## config.mk

```make
export PLATFORM = sky130hd
export DESIGN_NAME = key_event_fifo
export DESIGN_NICKNAME = d
export VERILOG_FILES = /design/src/rtl/key_event_pkg.sv /design/src/rtl/key_debounce.sv /design/src/rtl/key_event_fifo.sv
export SDC_FILE = /design/constraint.sdc
export NUM_CORES = 1
export LEC_CHECK = 0
export BUFFER_PORTS_ARGS = -buffer_cell sky130_fd_sc_hd__buf_2
export CORE_MARGIN = 1
export CORE_UTILIZATION = 40
export DETAILED_ROUTE_END_ITERATION = 16
export PLACE_DENSITY = 0.69
export SLEW_MARGIN = 15
export SYNTH_ARGS = -nofsm -noshare
export SYNTH_HDL_FRONTEND = slang
export SYNTH_HIERARCHICAL = 1
export SYNTH_SLANG_ARGS = --single-unit
```

## constraint.sdc

```tcl
create_clock -name clk_clk -period 4.65 [get_ports clk_clk]
set_clock_uncertainty 0.05 [all_clocks]
set_input_delay 0.93 -clock clk_clk [delete_from_list [all_inputs] [get_ports clk_clk]]
set_output_delay 0.93 -clock clk_clk [all_outputs]
set_load 0.02 [all_outputs]
```

## src/rtl/key_event_pkg.sv

```systemverilog
// key_event_pkg: register map, control/status bit positions and event word layout
package key_event_pkg;
    localparam logic [1:0] REG_DATA   = 2'd0;
    localparam logic [1:0] REG_STATUS = 2'd1;
    localparam logic [1:0] REG_CTRL   = 2'd2;
    localparam int CTRL_IRQ_EN = 0;
    localparam int CTRL_REL_EN = 1;
    localparam int CTRL_FLUSH  = 2;
    localparam int STAT_OVF    = 16;
    localparam int STAT_EMPTY  = 17;
    localparam int TS_W        = 16;
    localparam int KEY_W       = 4;
    typedef struct packed {
        logic            valid;
        logic [2:0]      pad_hi;
        logic [TS_W-1:0] ts;
        logic [2:0]      pad_mid;
        logic            press;
        logic [3:0]      pad_lo;
        logic [KEY_W-1:0] key;
    } event_t;
endpackage

```

## src/rtl/key_debounce.sv

```systemverilog
// key_debounce: synchronizer, debounce counter, stable level and 1-deep pending flag for one key
// clk_i/rst_ni   clock, async active-low reset
// key_ni         raw active-low button
// clr_i          clears the pending flag (granted or flushed)
// ts_i           current timestamp, captured when the stable level changes
// pend_o         an event is waiting for the arbiter
// stable_o       debounced level (1 = released)
// ts_o           timestamp of the last stable change
module key_debounce
    import key_event_pkg::*;
#(
    parameter int DEBOUNCE_CYCLES = 1_000_000
) (
    input  logic            clk_i,
    input  logic            rst_ni,
    input  logic            key_ni,
    input  logic            clr_i,
    input  logic [TS_W-1:0] ts_i,
    output logic            pend_o,
    output logic            stable_o,
    output logic [TS_W-1:0] ts_o
);
    localparam int CW = $clog2(DEBOUNCE_CYCLES);
    logic sync1_q, sync2_q, stable_q, stable_d, pend_q, pend_d, hit;
    logic [CW-1:0] cnt_q, cnt_d;
    logic [TS_W-1:0] ts_q, ts_d;
    always_comb begin
        hit      = (sync2_q != stable_q) && (cnt_q == CW'(DEBOUNCE_CYCLES - 1));
        cnt_d    = (sync2_q == stable_q || hit) ? '0 : cnt_q + 1'b1;
        stable_d = hit ? sync2_q : stable_q;
        ts_d     = hit ? ts_i : ts_q;
        // a fresh event wins over a clear arriving in the same cycle
        pend_d   = hit | (pend_q & ~clr_i);
    end
    always_ff @(posedge clk_i or negedge rst_ni) begin
        if (!rst_ni) begin
            sync1_q  <= 1'b1;
            sync2_q  <= 1'b1;
            stable_q <= 1'b1;
            pend_q   <= 1'b0;
            cnt_q    <= '0;
            ts_q     <= '0;
        end else begin
            sync1_q  <= key_ni;
            sync2_q  <= sync1_q;
            stable_q <= stable_d;
            pend_q   <= pend_d;
            cnt_q    <= cnt_d;
            ts_q     <= ts_d;
        end
    end
    assign pend_o   = pend_q;
    assign stable_o = stable_q;
    assign ts_o     = ts_q;
endmodule

```

## src/rtl/key_event_fifo.sv

```systemverilog
// key_event_fifo: debounced key press/release event queue, Avalon-MM slave with level irq
// clk_clk/reset_reset_n  clock, async active-low reset
// key_n                  raw active-low buttons
// avs_*                  Avalon-MM slave, read latency 1 (DATA pops, STATUS, CTRL)
// irq                    irq_en & (fifo not empty | overflow), registered
// Optional: KEY_EVENT_TIMESTAMP_EN builds the TS_DIV prescaler and 16-bit timestamp
module key_event_fifo
    import key_event_pkg::*;
#(
    parameter int NUM_KEYS        = 4,
    parameter int DEBOUNCE_CYCLES = 1_000_000,
    parameter int FIFO_DEPTH      = 16,
    parameter int TS_DIV          = 50_000
) (
    input  logic                clk_clk,
    input  logic                reset_reset_n,
    input  logic [NUM_KEYS-1:0] key_n,
    input  logic [1:0]          avs_address,
    input  logic                avs_read,
    input  logic                avs_write,
    input  logic [31:0]         avs_writedata,
    output logic [31:0]         avs_readdata,
    output logic                irq
);
    localparam int AW = $clog2(FIFO_DEPTH);
    logic [NUM_KEYS-1:0] pend, stable, grant, clr;
    logic [TS_W-1:0] key_ts [NUM_KEYS];
    logic [TS_W-1:0] ts_now, ev_ts;
    logic [KEY_W-1:0] sel;
    logic any, ev_press, push, push_ok, pop, full, empty, flush, ctrl_wr, stat_wr;
    logic [AW:0] wptr_q, wptr_d, rptr_q, rptr_d, level;
    logic ovf_q, ovf_d, irq_en_q, irq_en_d, rel_en_q, rel_en_d, irq_q, irq_d;
    logic [31:0] rdata_q, rdata_d, status, ctrl;
    event_t ev;
    event_t mem_q [FIFO_DEPTH];
    logic unused_wdata;
    assign unused_wdata = ^{avs_writedata[31:17], avs_writedata[15:3]};
`ifdef KEY_EVENT_TIMESTAMP_EN
    localparam int PW = (TS_DIV > 1) ? $clog2(TS_DIV) : 1;
    logic [PW-1:0] pre_q;
    logic [TS_W-1:0] ts_q;
    logic tick;
    assign tick = (pre_q == PW'(TS_DIV - 1));
    always_ff @(posedge clk_clk or negedge reset_reset_n) begin
        if (!reset_reset_n) begin
            pre_q <= '0;
            ts_q  <= '0;
        end else begin
            pre_q <= tick ? '0 : pre_q + 1'b1;
            ts_q  <= tick ? ts_q + 1'b1 : ts_q;
        end
    end
    assign ts_now = ts_q;
`else
    assign ts_now = '0;
`endif
    for (genvar k = 0; k < NUM_KEYS; k++) begin : g_key
        key_debounce #(.DEBOUNCE_CYCLES(DEBOUNCE_CYCLES)) u_deb (
            .clk_i   (clk_clk),
            .rst_ni  (reset_reset_n),
            .key_ni  (key_n[k]),
            .clr_i   (clr[k]),
            .ts_i    (ts_now),
            .pend_o  (pend[k]),
            .stable_o(stable[k]),
            .ts_o    (key_ts[k])
        );
    end
    // lowest-index pending key gets the single push slot
    always_comb begin
        any      = 1'b0;
        sel      = '0;
        grant    = '0;
        ev_ts    = '0;
        ev_press = 1'b0;
        for (int i = 0; i < NUM_KEYS; i++) begin
            if (pend[i] && !any) begin
                any      = 1'b1;
                sel      = KEY_W'(i);
                grant[i] = 1'b1;
                ev_ts    = key_ts[i];
                ev_press = ~stable[i];
            end
        end
        ev       = '0;
        ev.valid = 1'b1;
        ev.ts    = ev_ts;
        ev.press = ev_press;
        ev.key   = sel;
    end
    always_comb begin
        level    = wptr_q - rptr_q;
        empty    = (wptr_q == rptr_q);
        full     = (level == (AW+1)'(FIFO_DEPTH));
        ctrl_wr  = avs_write && avs_address == REG_CTRL;
        stat_wr  = avs_write && avs_address == REG_STATUS;
        flush    = ctrl_wr && avs_writedata[CTRL_FLUSH];
        clr      = grant | {NUM_KEYS{flush}};
        pop      = avs_read && avs_address == REG_DATA && !empty;
        push     = any && (rel_en_q || ev_press) && !flush;
        // a pop in the same cycle frees the slot for a push into a full queue
        push_ok  = push && (!full || pop);
        wptr_d   = flush ? '0 : wptr_q + (AW+1)'(push_ok);
        rptr_d   = flush ? '0 : rptr_q + (AW+1)'(pop);
        ovf_d    = (push && !push_ok) | (ovf_q & ~(stat_wr && avs_writedata[STAT_OVF]));
        irq_en_d = ctrl_wr ? avs_writedata[CTRL_IRQ_EN] : irq_en_q;
        rel_en_d = ctrl_wr ? avs_writedata[CTRL_REL_EN] : rel_en_q;
        irq_d    = irq_en_q & ((level != '0) | ovf_q);
        status   = {14'b0, empty, ovf_q, 16'(level)};
        ctrl     = {30'b0, rel_en_q, irq_en_q};
        rdata_d  = !avs_read ? '0 :
                   avs_address == REG_DATA   ? (empty ? '0 : 32'(mem_q[rptr_q[AW-1:0]])) :
                   avs_address == REG_STATUS ? status :
                   avs_address == REG_CTRL   ? ctrl : '0;
    end
    always_ff @(posedge clk_clk) begin
        if (push_ok) mem_q[wptr_q[AW-1:0]] <= ev;
    end
    always_ff @(posedge clk_clk or negedge reset_reset_n) begin
        if (!reset_reset_n) begin
            wptr_q   <= '0;
            rptr_q   <= '0;
            ovf_q    <= 1'b0;
            irq_en_q <= 1'b0;
            rel_en_q <= 1'b0;
            irq_q    <= 1'b0;
            rdata_q  <= '0;
        end else begin
            wptr_q   <= wptr_d;
            rptr_q   <= rptr_d;
            ovf_q    <= ovf_d;
            irq_en_q <= irq_en_d;
            rel_en_q <= rel_en_d;
            irq_q    <= irq_d;
            rdata_q  <= rdata_d;
        end
    end
    assign avs_readdata = rdata_q;
    assign irq          = irq_q;
endmodule

```

## Word-level counts from Yosys, hierarchy flattened

Memory sizes are Yosys's and may differ from the RTL's.
Index checks and enable logic that the tools add are counted.

- Bits in registers: 142
- Bits in writable memories: 80
- Bits of input ports: 42
- Output and inout bits: 33
- Memories kept: 1

Memories:

| name | words | bits a word | rd ports | clocked after Yosys merged registers in | wr ports | RTL line | source |
|---|---|---|---|---|---|---|---|
| mem_q | 16 | 5 | 1 | 0 | 1 | key_event_fifo.sv:35 | `event_t mem_q [FIFO_DEPTH];` |

- Add/subtract/negate cells: 7
- Equal/unequal tests: 16
- Muxes and demuxes: 27
- Bitwise logic cells: 22
- Reductions and logical operators: 32

Operators by type and width:

| cell | number |
|---|---|
| 32-bit 2-to-1 mux | 3 |
| 20-bit by 1-bit adder with 20-bit output (second input constant) | 4 |
| 20-bit == test (second input constant) | 4 |
| 20-bit 2-to-1 mux | 4 |
| 18-bit 2-to-1 mux | 1 |
| 1-bit logical AND | 17 |
| 1-bit 2-to-1 mux | 14 |
| 5-bit by 1-bit adder with 5-bit output | 2 |
| 5-bit 2-to-1 mux | 2 |
| 1-bit NOT | 9 |
| 4-bit 2-to-1 mux | 2 |
| 1-bit zero test | 7 |
| 1-bit bitwise AND | 6 |
| 1-bit logical OR | 6 |
| 1-bit bitwise OR | 6 |
| 5-bit == test | 1 |
| 5-bit == test (second input constant) | 1 |
| 5-bit nonzero test | 1 |
| 5-bit subtractor | 1 |
| 1-bit == test | 4 |
| 1-bit != test | 4 |
| 4-bit bitwise OR | 1 |
| 2-bit by 1-bit == test with 1-bit output (second input constant) | 1 |
| 2-bit == test (second input constant) | 1 |
| 2 further kinds | 2 |

## Longest topological paths before layout

Gate-level depths: netlist (run 1).

- Word-level depth: 17
- Mapped depth: 16
- Gate-level depth less buffers: 12

## Cells and area by module

Netlist (run 1), hierarchy kept.

Modules (own cells, without submodules):

| module | times used | cells an instance | area each (um^2) | seq. area each (um^2) |
|---|---|---|---|---|
| key_event_fifo | 1 | 724 | 13885.8 | 10054.6 |
| key_debounce | 4 | 145 | 1759.2 | 1004.7 |

## Worst setup path after synthesis (run 1)

No wires, ideal clock.

- Path kind: reg2reg
- Start point: register rptr_q[3]
- End point: memory mem_q[15][0] (netlist bit) (enable)
- Library setup time: 431 ps
- Arrival time: 4058 ps
- Required time: 4169 ps
- Setup slack: 111 ps
- Stages on the path, launching flop included: 11
- Buffers on the path: 4
- Period minus slack after synthesis: 4539 ps
- Cells stage by stage: dfrtp_1 clkbuf_1 clkinv_1 clkbuf_1 ha_1 and3b_1 and4_1 or2_2 clkbuf_1 buf_2 a311oi_1

- Cells in the longest elaborated chain, start to end: 7
- Elaborated cells on any way between the ends: 10

RTL lines:

| item | RTL line | source |
|---|---|---|
| start, declared | key_event_fifo.sv:31 | `logic [AW:0] wptr_q, wptr_d, rptr_q, rptr_d, level;` |
| start signal, assigned | key_event_fifo.sv:130 | `rptr_q <= rptr_d;` |
| 5-bit subtractor / 5-bit == test (equally long branches) | key_event_fifo.sv:92, key_event_fifo.sv:93 |  |
| 5-bit == test / 1-bit zero test (equally long branches) | key_event_fifo.sv:94, key_event_fifo.sv:99 |  |
| 1-bit zero test / 1-bit logical AND (equally long branches) | key_event_fifo.sv:102, key_event_fifo.sv:99 |  |
| 1-bit logical OR (*) | key_event_fifo.sv:102 | `push_ok = push && (!full \|\| pop);` |
| 1-bit logical AND (*) | key_event_fifo.sv:102 |  |
| 1-bit 2-to-1 mux (*) | key_event_fifo.sv:117 | `if (push_ok) mem_q[wptr_q[AW-1:0]] <= ev;` |
| 1-bit 2-to-1 mux (implied by the code) (*) | key_event_fifo.sv:117 |  |
| end, declared | key_event_fifo.sv:35 |  |

Every way passes the cells marked *; elsewhere a longest branch is shown, timed or not.

## Final worst setup path (run 1)

- Start point: register wptr_q[0]
- End point: memory mem_q[13][9] (netlist bit) (enable)

- Cells in the longest elaborated chain, start to end: 7
- Elaborated cells on any way between the ends: 10

RTL lines:

| item | RTL line | source |
|---|---|---|
| start, declared | key_event_fifo.sv:31 |  |
| start signal, assigned | key_event_fifo.sv:129 | `wptr_q <= wptr_d;` |
| 5-bit subtractor / 5-bit == test (equally long branches) | key_event_fifo.sv:92, key_event_fifo.sv:93 |  |
| 5-bit == test / 1-bit zero test (equally long branches) | key_event_fifo.sv:94, key_event_fifo.sv:99 |  |
| 1-bit zero test / 1-bit logical AND (equally long branches) | key_event_fifo.sv:102, key_event_fifo.sv:99 |  |
| 1-bit logical OR | key_event_fifo.sv:102 |  |
| 1-bit logical AND | key_event_fifo.sv:102 |  |
| 1-bit 2-to-1 mux | key_event_fifo.sv:117 |  |
| 1-bit 2-to-1 mux (implied by the code) | key_event_fifo.sv:117 |  |

Parallel ways exist; a longest one is shown, timed or not.

==> results of run 1 <==
final cells by class:
type                    instances  area, µm²
flip-flops and latches        501      14080
repair buffers                 70      479.2
well taps                     680      850.8
inverters                      28      105.1
fillers                      4395      27350
multi-input cells             776       6810
clock inverters                36      490.5
clock buffers                  60       1340
registers in the layout, summed over array words and instances (netlist names):
register	cells
mem_q	304
g_key.u_deb/cnt_q	80
g_key.u_deb/ts_o	64
avs_readdata	23
rptr_q	5
wptr_q	5
g_key.u_deb/pend_o	4
g_key.u_deb/stable_o	4
g_key.u_deb/sync1_q	4
g_key.u_deb/sync2_q	4
irq	1
irq_en_q	1
ovf_q	1
rel_en_q	1
metrics by stage:
step | instances | util
6_report | 2151 | 0.4690
3_3_place_gp | 2055 | 0.4331
3_5_place_dp | 2055 | 0.4331
5_1_grt | 2151 | 0.4690
2_1_floorplan | 1376 | -
4_1_cts | 2151 | 0.4686
cell usage after synthesis (all sizes together) (21+ instances only):
library cell and number:
mux2 70, xnor2 62, nand4 21, nor4 24, a211oi 23, nand3 22, buf 44, edfxtp 304
clkbuf 27, nand2 29, nor2 134, nor3 21, inv 27, mux4 80, dfrtp 185
worst paths after layout:
kind	start	end	slack [ns]
max	wptr_q[0]$_DFF_PN0_	mem_q[13][9]$_DFFE_PP_	0.97
max reg2reg	wptr_q[0]$_DFF_PN0_	mem_q[13][9]$_DFFE_PP_	0.97
min reg2reg	g_key[0].u_deb/sync1_q$_DFF_PN1_	g_key[0].u_deb/sync2_q$_DFF_PN1_	0.30
min in group asynchronous	reset_reset_n	g_key[0].u_deb/cnt_q[1]$_DFF_PN0_	0.34
max in group asynchronous	reset_reset_n	avs_readdata[8]$_DFF_PN0_	3.12
min	g_key[0].u_deb/sync1_q$_DFF_PN1_	g_key[0].u_deb/sync2_q$_DFF_PN1_	0.30
cell families (layout without fill, tap and decap cells):
family                   after synthesis  in the layout
XOR/XNOR                              75             75
AND/OR/NAND/NOR                      317            317
adder cells (fa/ha/maj)               13             13
AO/OA/AOI/OAI                        133            133
flip-flops                           501            501
multiplexers                         165            165
buffers and inverters                 99            194
other                                  1             73
metal layers:
layer / wire length (µm) / global-route usage / vias up
met5: 0 / 0 / -
met4: 804 / 0.04429 / 0
met3: 1965 / 0.02297 / 66
met2: 21110 / 0.2751 / 270
met1: 18040 / 0.2158 / 5987
li1: - / - / 5201
report_power, final:
part	switching, mW	internal [mW]	total [mW]
sequential	0.0895	4.82	4.91
combinational	1.23	0.931	2.16
clock	1.75	2.63	4.38
worst max-delay path, delay by kind of cell, from the launching register on:
family	cells	cell delay (ns)
simple gates	3	0.96
fa+ha+maj	2	0.74
compound gates	1	0.60
flops	1	0.52
buf+inv	2	0.47
==> metrics.md, run 1 <==
| Metric | Value |
|---|---|
| Status | finished, final reports clean |
| Post-Route Hold Slack | a little over 0.3 ns |
| Slew HR | 0.2765 |
| Initial antenna violation count | 0 |
| CTS tree | done |
| DR pass1 iterations | 7 |
| Peak supply drop | 0.2778 mV |
| Die width | between 200 and 250 µm |
| N_diodes | 0 |
| Final wirelength | around 42 mm |
| Pre-CTS setup slack | 1.008 ns |
| Pleak | 8.956 nW |
| Post-detail-place hpwl | roughly 25 mm |
| Hold buffers post-CTS | 0 |
| Synth Area in Adders | 0.008133 |
| DRC errors left | 0 |
| Clock Sinks | approximately 500 |
| Simple-gate portion of the synthesized area | 0.07559 |
| WL/cell | between 15 and 20 µm |
| Number of synthesized flops with an enable pin | a little over 300 |
| Syn. warnings | 6 |
| Library cells used by synthesis | 63 |
| Startpoint types | register |
| CP required | ~4.9 ns |
| Slew at the pin closest to its max-slew limit | approximately 1.1 ns |
| Clock Path Buffers | 3 |
| Max Slew Vio Count | 0 |
| I/O pin count | between 70 and 80 |
| Proportion of synthesized area in mux cells | 0.1389 |
| Most frequent cells in the layout | edfxtp_1 (304), dfrtp_1 (182), nor2_1 (134) |
| First-pass GRT wire length | roughly 67 mm |
| Number of core rows | 83 |
| Synth area leaders | edfxtp_1 (44%), dfrtp_1 (22%), mux4_2 (7.8%) |
| Final setup violating endpoints | 0 |
| Synth Register Bits | about 500 |
| Most frequently used flop master after synthesis | edfxtp_1 |
| Total Routing Usage GR | 0.1614 |
| Crit path largest cell delay | about 0.60 ns |
| RSZ-0062 raised after global routing | false |
| TritonCTS Buffers | about 50 |
| Synth Area in XOR/XNOR | 0.03140 |
| Fin crit period | about 3.7 ns |
| Layout cell share with drive strength beyond 1 | 0.2311 |
| Worst skew pair latency | 0.60 ns |
| Synth top area share | 0.4363 |
| GRT overflow | 0 |
| Synth Cell Area | 0.02092 mm² |
| WS Path Type | register to register |
| Worst hold path depth | 0 |
| Syn_area_per_cell | approximately 16 µm² |
| Cell area after placement | ~0.022 mm² |
| Total Power | approximately 11 mW |
| Initial core utilization | 0.4062 |
| Yosys top cell by area | edfxtp_1 |
| Compound-Gate Fraction of Synth Area | 0.04784 |
| Crit path setup slack, layout | ~0.97 ns |
| Vias in the first global route | 11980 |
| Post-CTS Setup Inserts | 0 |
| Final Hold Viols | 0 |
| Setup_tns | 0 ns |
| Main combinational cell family by area after synthesis | multiplexers |
| Finished layout cell area | between 0.02 and 0.025 mm² |
| Pwr Density | about 470 mW/mm² |
| Hold Path Class | register to register |
| Final Cycle Share | 0.7906 |
| Area growth, synth to finish | 15.45% |
| Input/output buffers | 37 |
| Post-Syn Instances | approximately 1300 |
| CTS resizes | 0 |
| Seq/Total Area, Yosys | 0.6726 |
| Synth async-reset ratio | 0.3932 |
| Path depth of the worst reg2reg path | 8 |
| Die area | 0.05322 mm² |
| Root buf cell | clkbuf_16 |
| Detailed Route Iter0 Violations | about 830 |
| Vias | 11520 |
| Largest net degree at the start of global routing | 98 |
| Commonest non-fill, non-tap cell in the layout | edfxtp_1 |
| Vias/cell | between 5 and 6 |
| Routed Antenna Nets | 0 |
| Max Cap Viol | 0 |
| Worst setup EP type | register |
| GPL Wtd Cong | around 0.76 |
| Fin nets | approximately 1500 |
| Core Region | about 0.052 mm² |
| Die H | about 230 µm |
| Clock Pin Slew Worst Setup and Hold Paths | 0.06 ns |
| Critical Path Fanout Max | 17 |
| Slowest-stage cell, CP | a311oi_4 |
| Crit-path cells | inv_1 > ha_1 > fa_1 > and3b_1 > and4_1 > or2_2 > a311oi_4 > buf_4 |
| Max frequency | 272.0 MHz |
| Critical Path AT | around 3.9 ns |
| H-tree levels | 2 |
No activity file was read; power rests on OpenSTA's default activity.
==> run 2: changes to the inputs <==
==> constraint.sdc (replaced) <==
create_clock -name clk_clk -period 2.9 [get_ports clk_clk]
set_clock_uncertainty 0.05 [all_clocks]
set_input_delay 0.58 -clock clk_clk [delete_from_list [all_inputs] [get_ports clk_clk]]
set_output_delay 0.58 -clock clk_clk [all_outputs]
set_load 0.02 [all_outputs]
==> metrics.md, run 2 (synthesized netlist as in run 1, its figures left out) <==
| Metric | Value |
|---|---|
| First-pass GRT wire length | 67.69 mm (+1.1%) |
| Max Cap Viol | 0 (unchanged) |
| Post-Route Hold Slack | 0.03544 ns (-0.2688 ns) |
| Reg power frac | 0.430 (about the same) |
| Final Cycle Share | 0.9867 (+0.1961) |
| Status | finished, final reports clean |
| Die H | 230.7 µm (unchanged) |
| CTS tree | done |
| TritonCTS Buffers | 51 (unchanged) |
| Worst skew pair latency | 0.59 ns (about the same) |
| Crit path setup slack, layout | 0.03854 ns (-0.9352 ns) |
| Crit-path cells | ha_4 > fa_2 > and3b_1 > and4_1 > or2_4 > buf_12 > buf_12 > a31oi_4 > clkbuf_16 |
| Fin nets | 1523 (+2.7%) |
| Max Slew Vio Count | 0 (unchanged) |
| Root buf cell | clkbuf_16 |
| Internal Pwr Total | 13.15 mW (+57%) |
| Most frequent cells in the layout | edfxtp_1 (304), dfrtp_1 (182), nor2_1 (134) |
| Layout cell share with drive strength beyond 1 | 0.2543 (+0.02317) |
| Die width | 230.7 µm (unchanged) |
| Slowest-stage cell, CP | dfrtp_4 |
| Input/output buffers | 37 (unchanged) |
| Final setup violating endpoints | 0 (unchanged) |
| WS Path Type | register to register |
| Critical Path Fanout Max | 7 (-10) |
| Area growth, synth to finish | 17.93% |
| DR pass1 iterations | 5 (-2) |
| Top cell by count, worst path | buf_12 |
| Slew at the pin closest to its max-slew limit | 1.031 ns (-0.05435 ns) |
| Die area | 0.05322 mm² (unchanged) |
| Final Hold Viols | 0 (unchanged) |
| Pleak | 9.131 nW (+1.9%) |
| Total Routing Usage GR | 0.1628 (+0.001425) |
| Hold Path Class | input port to register |
| Largest register FFs | 304 (unchanged) |
| Max frequency | 349.5 MHz (+28%) |
| Slew HR | 0.3114 (+0.03491) |
| Setup_tns | 0 ns (unchanged) |
| Pre-CTS setup slack | 0.02711 ns (-0.9804 ns) |
| GRT overflow | 0 (unchanged) |
| Vias | 11670 (+1.3%) |
| I/O pin count | 75 (unchanged) |
| Fillers | 4374 (-0.48%) |
| Finished layout cell area | 0.02467 mm² (+2.1%) |
| Largest net degree at the start of global routing | 66 (-33%) |
| GPL Wtd Cong | 0.7916 (+4.0%) |
| Clock Path Buffers | 3 (unchanged) |
| Fin crit period | 2.861 ns (-0.8148 ns) |
| Sw Ratio | 0.2810 (+0.01357) |
| WL/cell | 19.46 µm (-0.16%) |
| Clock power share | 0.343 (-0.040) |
| CP required | 3.17 ns (-1.69 ns) |
| Critical Path AT | 3.13 ns (-0.76 ns) |
| Area of the multi-input gates | 0.006952 mm² (+2.1%) |
| H-tree levels | 2 (unchanged) |
| Vias/cell | 5.329 (-0.54%) |
| Startpoint types | register |
| Core Region | 0.05151 mm² (unchanged) |
| Gate power share | 0.227 (+0.038) |
| Net Sw Power | 5.138 mW (+68%) |
| Commonest non-fill, non-tap cell in the layout | edfxtp_1 |
| Clock Pin Slew Worst Setup and Hold Paths | 0.06 ns (about the same) |
| RSZ-0062 raised after global routing | true |
| DRC errors left | 0 (unchanged) |
| Pwr Density | 741.0 mW/mm² (+56%) |
| Crit path largest cell delay | 0.50 ns (-0.10 ns) |
| Initial core utilization | 0.4062 (unchanged) |
| Detailed Route Iter0 Violations | 879 (+5.8%) |
| Peak supply drop | 0.6821 mV (+150%) |
| Clock Sinks | 501 (unchanged) |
| FF/Latch Area | 0.01408 mm² (unchanged) |
| Worst setup EP type | register |
| N_diodes | 0 (unchanged) |
| Initial antenna violation count | 0 (unchanged) |
| Final wirelength | 42.61 mm (+1.6%) |
| Routed Antenna Nets | 0 (unchanged) |
| Final Util | 0.4790 (+0.01006) |
| Cell area after placement | 0.02294 mm² (+2.9%) |
| Vias in the first global route | 12050 (+0.60%) |
| Post-detail-place hpwl | 25.87 mm (+2.1%) |
| Number of core rows | 83 (unchanged) |
==> run 2: cell count changes in the layout (fill, tap and decap cells not counted), moves of 4 or more <==
cell and delta:
buf_12 +19, buf_4 +17, bufinv_16 -9, a31oi_2 -8, a31oi_4 +8, o21ai_1 +4
o21ai_2 -4
==> run 2: routing by layer <==
layer | vias to the layer above | wire (µm) | part of all wire | global-route usage
met5 | - | 0 | 0 | 0
met4 | 0 | 867 | 0.020 | 0.04305
met3 | 62 | 2264 | 0.053 | 0.02532
met2 | 344 | 20950 | 0.49 | 0.2716
met1 | 5977 | 18520 | 0.43 | 0.2221
li1 | 5287 | - | - | -
==> run 2: worst paths after layout <==
path                                                       start                                  end  slack (ns)  depth (start not counted)
worst max-delay path                         rptr_q[0]$_DFF_PN0_               mem_q[4][11]$_DFFE_PP_        0.04                          9
worst min register to register  g_key[0].u_deb/sync1_q$_DFF_PN1_     g_key[0].u_deb/sync2_q$_DFF_PN1_        0.30                          0
max in group asynchronous                          reset_reset_n  g_key[0].u_deb/ts_o[13]$_DFFE_PN0P_        1.66                          3
min in group asynchronous                          reset_reset_n    g_key[1].u_deb/cnt_q[3]$_DFF_PN0_        0.42                          2
worst max register to register               rptr_q[0]$_DFF_PN0_               mem_q[4][11]$_DFFE_PP_        0.04                          9
worst min-delay path                                    key_n[3]     g_key[3].u_deb/sync1_q$_DFF_PN1_        0.04                          1
==> run 2: critical path, delay by kind of cell (launching register included) <==
family | cells | cell delay (ns)
compound gates | 1 | 0.31
fa+ha+maj | 2 | 0.60
simple gates | 3 | 0.60
flops | 1 | 0.50
buf+inv | 3 | 0.52
==> run 2: timing repair <==
item,in CTS,in global routing
setup buffers,0,4
hold buffers,1,0
endpoints found under the hold margin,42,0
endpoints found under the setup margin,0,142
gates resized for setup,0,5
==> run 2: metrics by stage <==
step                      instances  power, mW
after global placement         2088      11.91
after detailed placement       2088      11.98
after floorplan                1376      11.15
after CTS                      2184      18.30
final                          2190      18.28
after global routing           2190      19.00
==> run 2: final cells by class <==
type,count,share of cell area
timing repair buffer,110,0.04295
clock inverter,31,0.009026
inverter,28,0.004615
sequential,501,0.5706
clock buffer,64,0.05654
tap,680,0.03448
multi-input combinational,776,0.2817
==> run 2: power by group through the flow <==
stage          Sequential [mW]  Clock, mW  Combinational (mW)
6_report                  7.86       6.28                4.15
3_5_place_dp              8.00          0                3.98
2_1_floorplan             8.04          0                3.11
3_3_place_gp              7.99          0                3.92
5_1_grt                   7.87       6.70                4.43
4_1_cts                   7.86       6.44                4.01
==> run 3: changes to the inputs <==
--- a/config.mk
+++ b/config.mk
@@ -6,10 +6,12 @@
 export NUM_CORES = 1
 export LEC_CHECK = 0
 export BUFFER_PORTS_ARGS = -buffer_cell sky130_fd_sc_hd__buf_2
+export CORE_ASPECT_RATIO = 1.2
 export CORE_MARGIN = 1
 export CORE_UTILIZATION = 40
 export DETAILED_ROUTE_END_ITERATION = 16
 export PLACE_DENSITY = 0.69
+export SKIP_LAST_GASP = 1
 export SLEW_MARGIN = 15
 export SYNTH_ARGS = -nofsm -noshare
 export SYNTH_HDL_FRONTEND = slang
==> metrics.md, run 3 (synthesized netlist as in run 1, its figures left out) <==
| Metric | Value |
|---|---|
| Fin nets | 1526 (+0.20%) |
| Worst hold path depth | 1 (unchanged) |
| GR peak layer | met2 |
| DR pass1 iterations | 5 (unchanged) |
| WL/cell | 19.27 µm (-0.95%) |
| Worst reg2reg startpoint | rptr_q[0]$_DFF_PN0_ |
| Slowest-stage cell, CP | dfrtp_4 |
| Vias in the first global route | 11950 (-0.80%) |
| Status | finished, final reports clean |
| Startpoint types | register |
| GR Util met1 | 0.2037 (-0.01838) |
| Fin crit period | 2.848 ns (-0.01351 ns) |
| Min-Delay Startpoint | key_n[0] |
| RSZ-0062 raised after global routing | false |
| Die width | 210.8 µm (-8.6%) |
| DRC errors left | 0 (unchanged) |
| Hold endpoint | g_key[0].u_deb/sync1_q$_DFF_PN1_ |
| Vias | 11580 (-0.75%) |
| Final Hold Viols | 0 (unchanged) |
| Area of the multi-input gates | 0.006952 mm² (unchanged) |
| Pleak | 9.182 nW (+0.56%) |
| WS Path Type | register to register |
| Critical path buffers and inverters | 3 (unchanged) |
| CP required | 3.16 ns (about the same) |
| Clock Path Buffers | 3 (unchanged) |
| Clock Sinks | 501 (unchanged) |
| Max frequency | 351.1 MHz (+0.47%) |
| Final wirelength | 42.59 mm (about the same) |
| Hold Path Class | input port to register |
| Total Routing Usage GR | 0.1640 (+0.001177) |
| R2R Path End | mem_q[13][17]$_DFFE_PP_ |
| M2 GR Usage | 0.2930 (+0.02142) |
| GPL Wtd Cong | 0.8139 (+2.8%) |
| Reg power frac | 0.426 (-0.004) |
| Worst skew pair latency | 0.59 ns (about the same) |
| Largest net degree at the start of global routing | 64 (-3.0%) |
| Critical Path AT | 3.11 ns (-0.02 ns) |
| Input/output buffers | 37 (unchanged) |
| Root buf cell | clkbuf_16 |
| H-tree levels | 2 (unchanged) |
| Post-detail-place hpwl | 26.01 mm (+0.52%) |
| First-pass GRT wire length | 67.52 mm (-0.26%) |
| Pwr Density | 742.4 mW/mm² (+0.18%) |
| Met3 usage | 0.02734 (+0.002015) |
| Final Cycle Share | 0.9821 (-0.004660) |
| Crit-path cells | ha_4 > fa_2 > xor2_1 > and4_1 > or2_4 > buf_12 > a311oi_4 > buf_6 > clkbuf_16 |
| Detailed Route Iter0 Violations | 822 (-6.5%) |
| Sw Ratio | 0.2770 (-0.004053) |
| Net Sw Power | 5.107 mW (-0.61%) |
| FF/Latch Area | 0.01408 mm² (unchanged) |
| Slew at the pin closest to its max-slew limit | 0.7896 ns (-0.2411 ns) |
| I/O pin count | 75 (unchanged) |
| Critical Path Fanout Max | 10 (+3) |
| N_diodes | 0 (unchanged) |
| Core Region | 0.05158 mm² (+0.13%) |
| Most frequent cells in the layout | edfxtp_1 (304), dfrtp_1 (182), nor2_1 (134) |
| Gate power share | 0.220 (-0.007) |
| Clock Pin Slew Worst Setup and Hold Paths | 0.06 ns (about the same) |
| Fillers | 4258 (-2.7%) |
| Commonest non-fill, non-tap cell in the layout | edfxtp_1 |
| Routed Antenna Nets | 0 (unchanged) |
| TritonCTS Buffers | 50 (-2.0%) |
| Clock power share | 0.354 (+0.011) |
| Setup_tns | 0 ns (unchanged) |
| Final setup violating endpoints | 0 (unchanged) |
| Die area | 0.05323 mm² (about the same) |
| Vias/cell | 5.241 (-1.7%) |
| Layout cell share with drive strength beyond 1 | 0.2531 (-0.001165) |
| Number of core rows | 91 (+9.6%) |
| Path depth of the worst reg2reg path | 9 (unchanged) |
| Max Cap Viol | 0 (unchanged) |
| Peak supply drop | 0.4387 mV (-36%) |
| Family with the most delay on the worst path | adder cells |
| Internal Pwr Total | 13.33 mW (+1.4%) |
| Crit path largest cell delay | 0.49 ns (about the same) |
| Total Power | 18.44 mW (+0.85%) |
| Initial antenna violation count | 0 (unchanged) |
| GRT overflow | 0 (unchanged) |
| Slew HR | 0.4723 (+0.1609) |
| Worst setup EP type | register |
| CTS tree | done |
| Flop-to-flop setup slack | 0.05 ns (about the same) |
| Max Slew Vio Count | 0 (unchanged) |
| Die H | 252.5 µm (+9.5%) |
| Initial core utilization | 0.4056 (-0.0005419) |
| Largest register FFs | 304 (unchanged) |
| Area growth, synth to finish | 18.71% |
## run 3: cell count changes in the layout (fill, tap and decap cells not counted), moves of 2 or more
| cell | before | now |
|---|---|---|
| bufinv_16 | 1 | 3 |
| clkbuf_1 | 6 | 13 |
| clkinv_1 | 7 | 4 |
| clkbuf_4 | 0 | 2 |
| buf_6 | 1 | 3 |
| clkbuf_16 | 53 | 56 |
| clkinv_2 | 15 | 5 |
## run 3: final cells by class
class	count	area share
Sequential cell	501	0.5669
Clock inverter	21	0.009622
Inverter	28	0.004584
Clock buffer	73	0.05829
Timing Repair Buffer	114	0.04559
Multi-Input combinational cell	776	0.2799
Tap cell	697	0.03511
## run 3: through the flow
step,area [µm²],instances,util,hold slack [ns],setup WS (ns)
2_1_floorplan,21650,1376,-,0.2344,-0.2348
3_3_place_gp,22960,2105,0.4452,0.2986,0.04879
3_5_place_dp,22960,2105,0.4452,0.2978,0.02357
4_1_cts,24660,2200,0.4781,0.006497,0.01882
5_1_grt,24840,2210,0.4815,0.01690,0.01509
6_report,24840,2210,0.4815,0.03727,0.05205
## run 3: worst max-delay path by stage
stage / from / end / slack (ns) / cells past startpoint
detailed placement: rptr_q[0]$_DFF_PN0_ / mem_q[1][16]$_DFFE_PP_ / 0.02 / 8
global placement: rptr_q[0]$_DFF_PN0_ / mem_q[1][16]$_DFFE_PP_ / 0.05 / 8
floorplan: wptr_q[0]$_DFF_PN0_ / mem_q[15][0]$_DFFE_PP_ / -0.23 / 10
CTS: rptr_q[0]$_DFF_PN0_ / mem_q[1][10]$_DFFE_PP_ / 0.02 / 8
global route: rptr_q[0]$_DFF_PN0_ / mem_q[13][12]$_DFFE_PP_ / 0.02 / 9
finish: rptr_q[0]$_DFF_PN0_ / mem_q[13][17]$_DFFE_PP_ / 0.05 / 9
## run 3: per-layer routing
metal  vias to the layer above  wire length [µm]
met5                         -                 0
met2                       254             22280
met3                        48              2007
li1                       5284                 -
met4                         0               807
met1                      5996             17490
## run 3: repair_timing
item | CTS | global route
resized for setup | 0 | 4
buffers inserted | 0 | 6
setup endpoints to repair | 0 | 38
hold buffers | 1 | 0
hold endpoints to repair | 52 | 0
## run 3: power by group through the flow
| stage | logic (mW) | registers (mW) | clock network, mW |
|---|---|---|---|
| after global placement | 3.94 | 7.99 | 0 |
| after CTS | 4.03 | 7.85 | 6.69 |
| after global routing | 4.36 | 7.87 | 6.96 |
| final | 4.06 | 7.85 | 6.53 |
| after detailed placement | 4.01 | 7.99 | 0 |
| after floorplan | 3.11 | 8.04 | 0 |
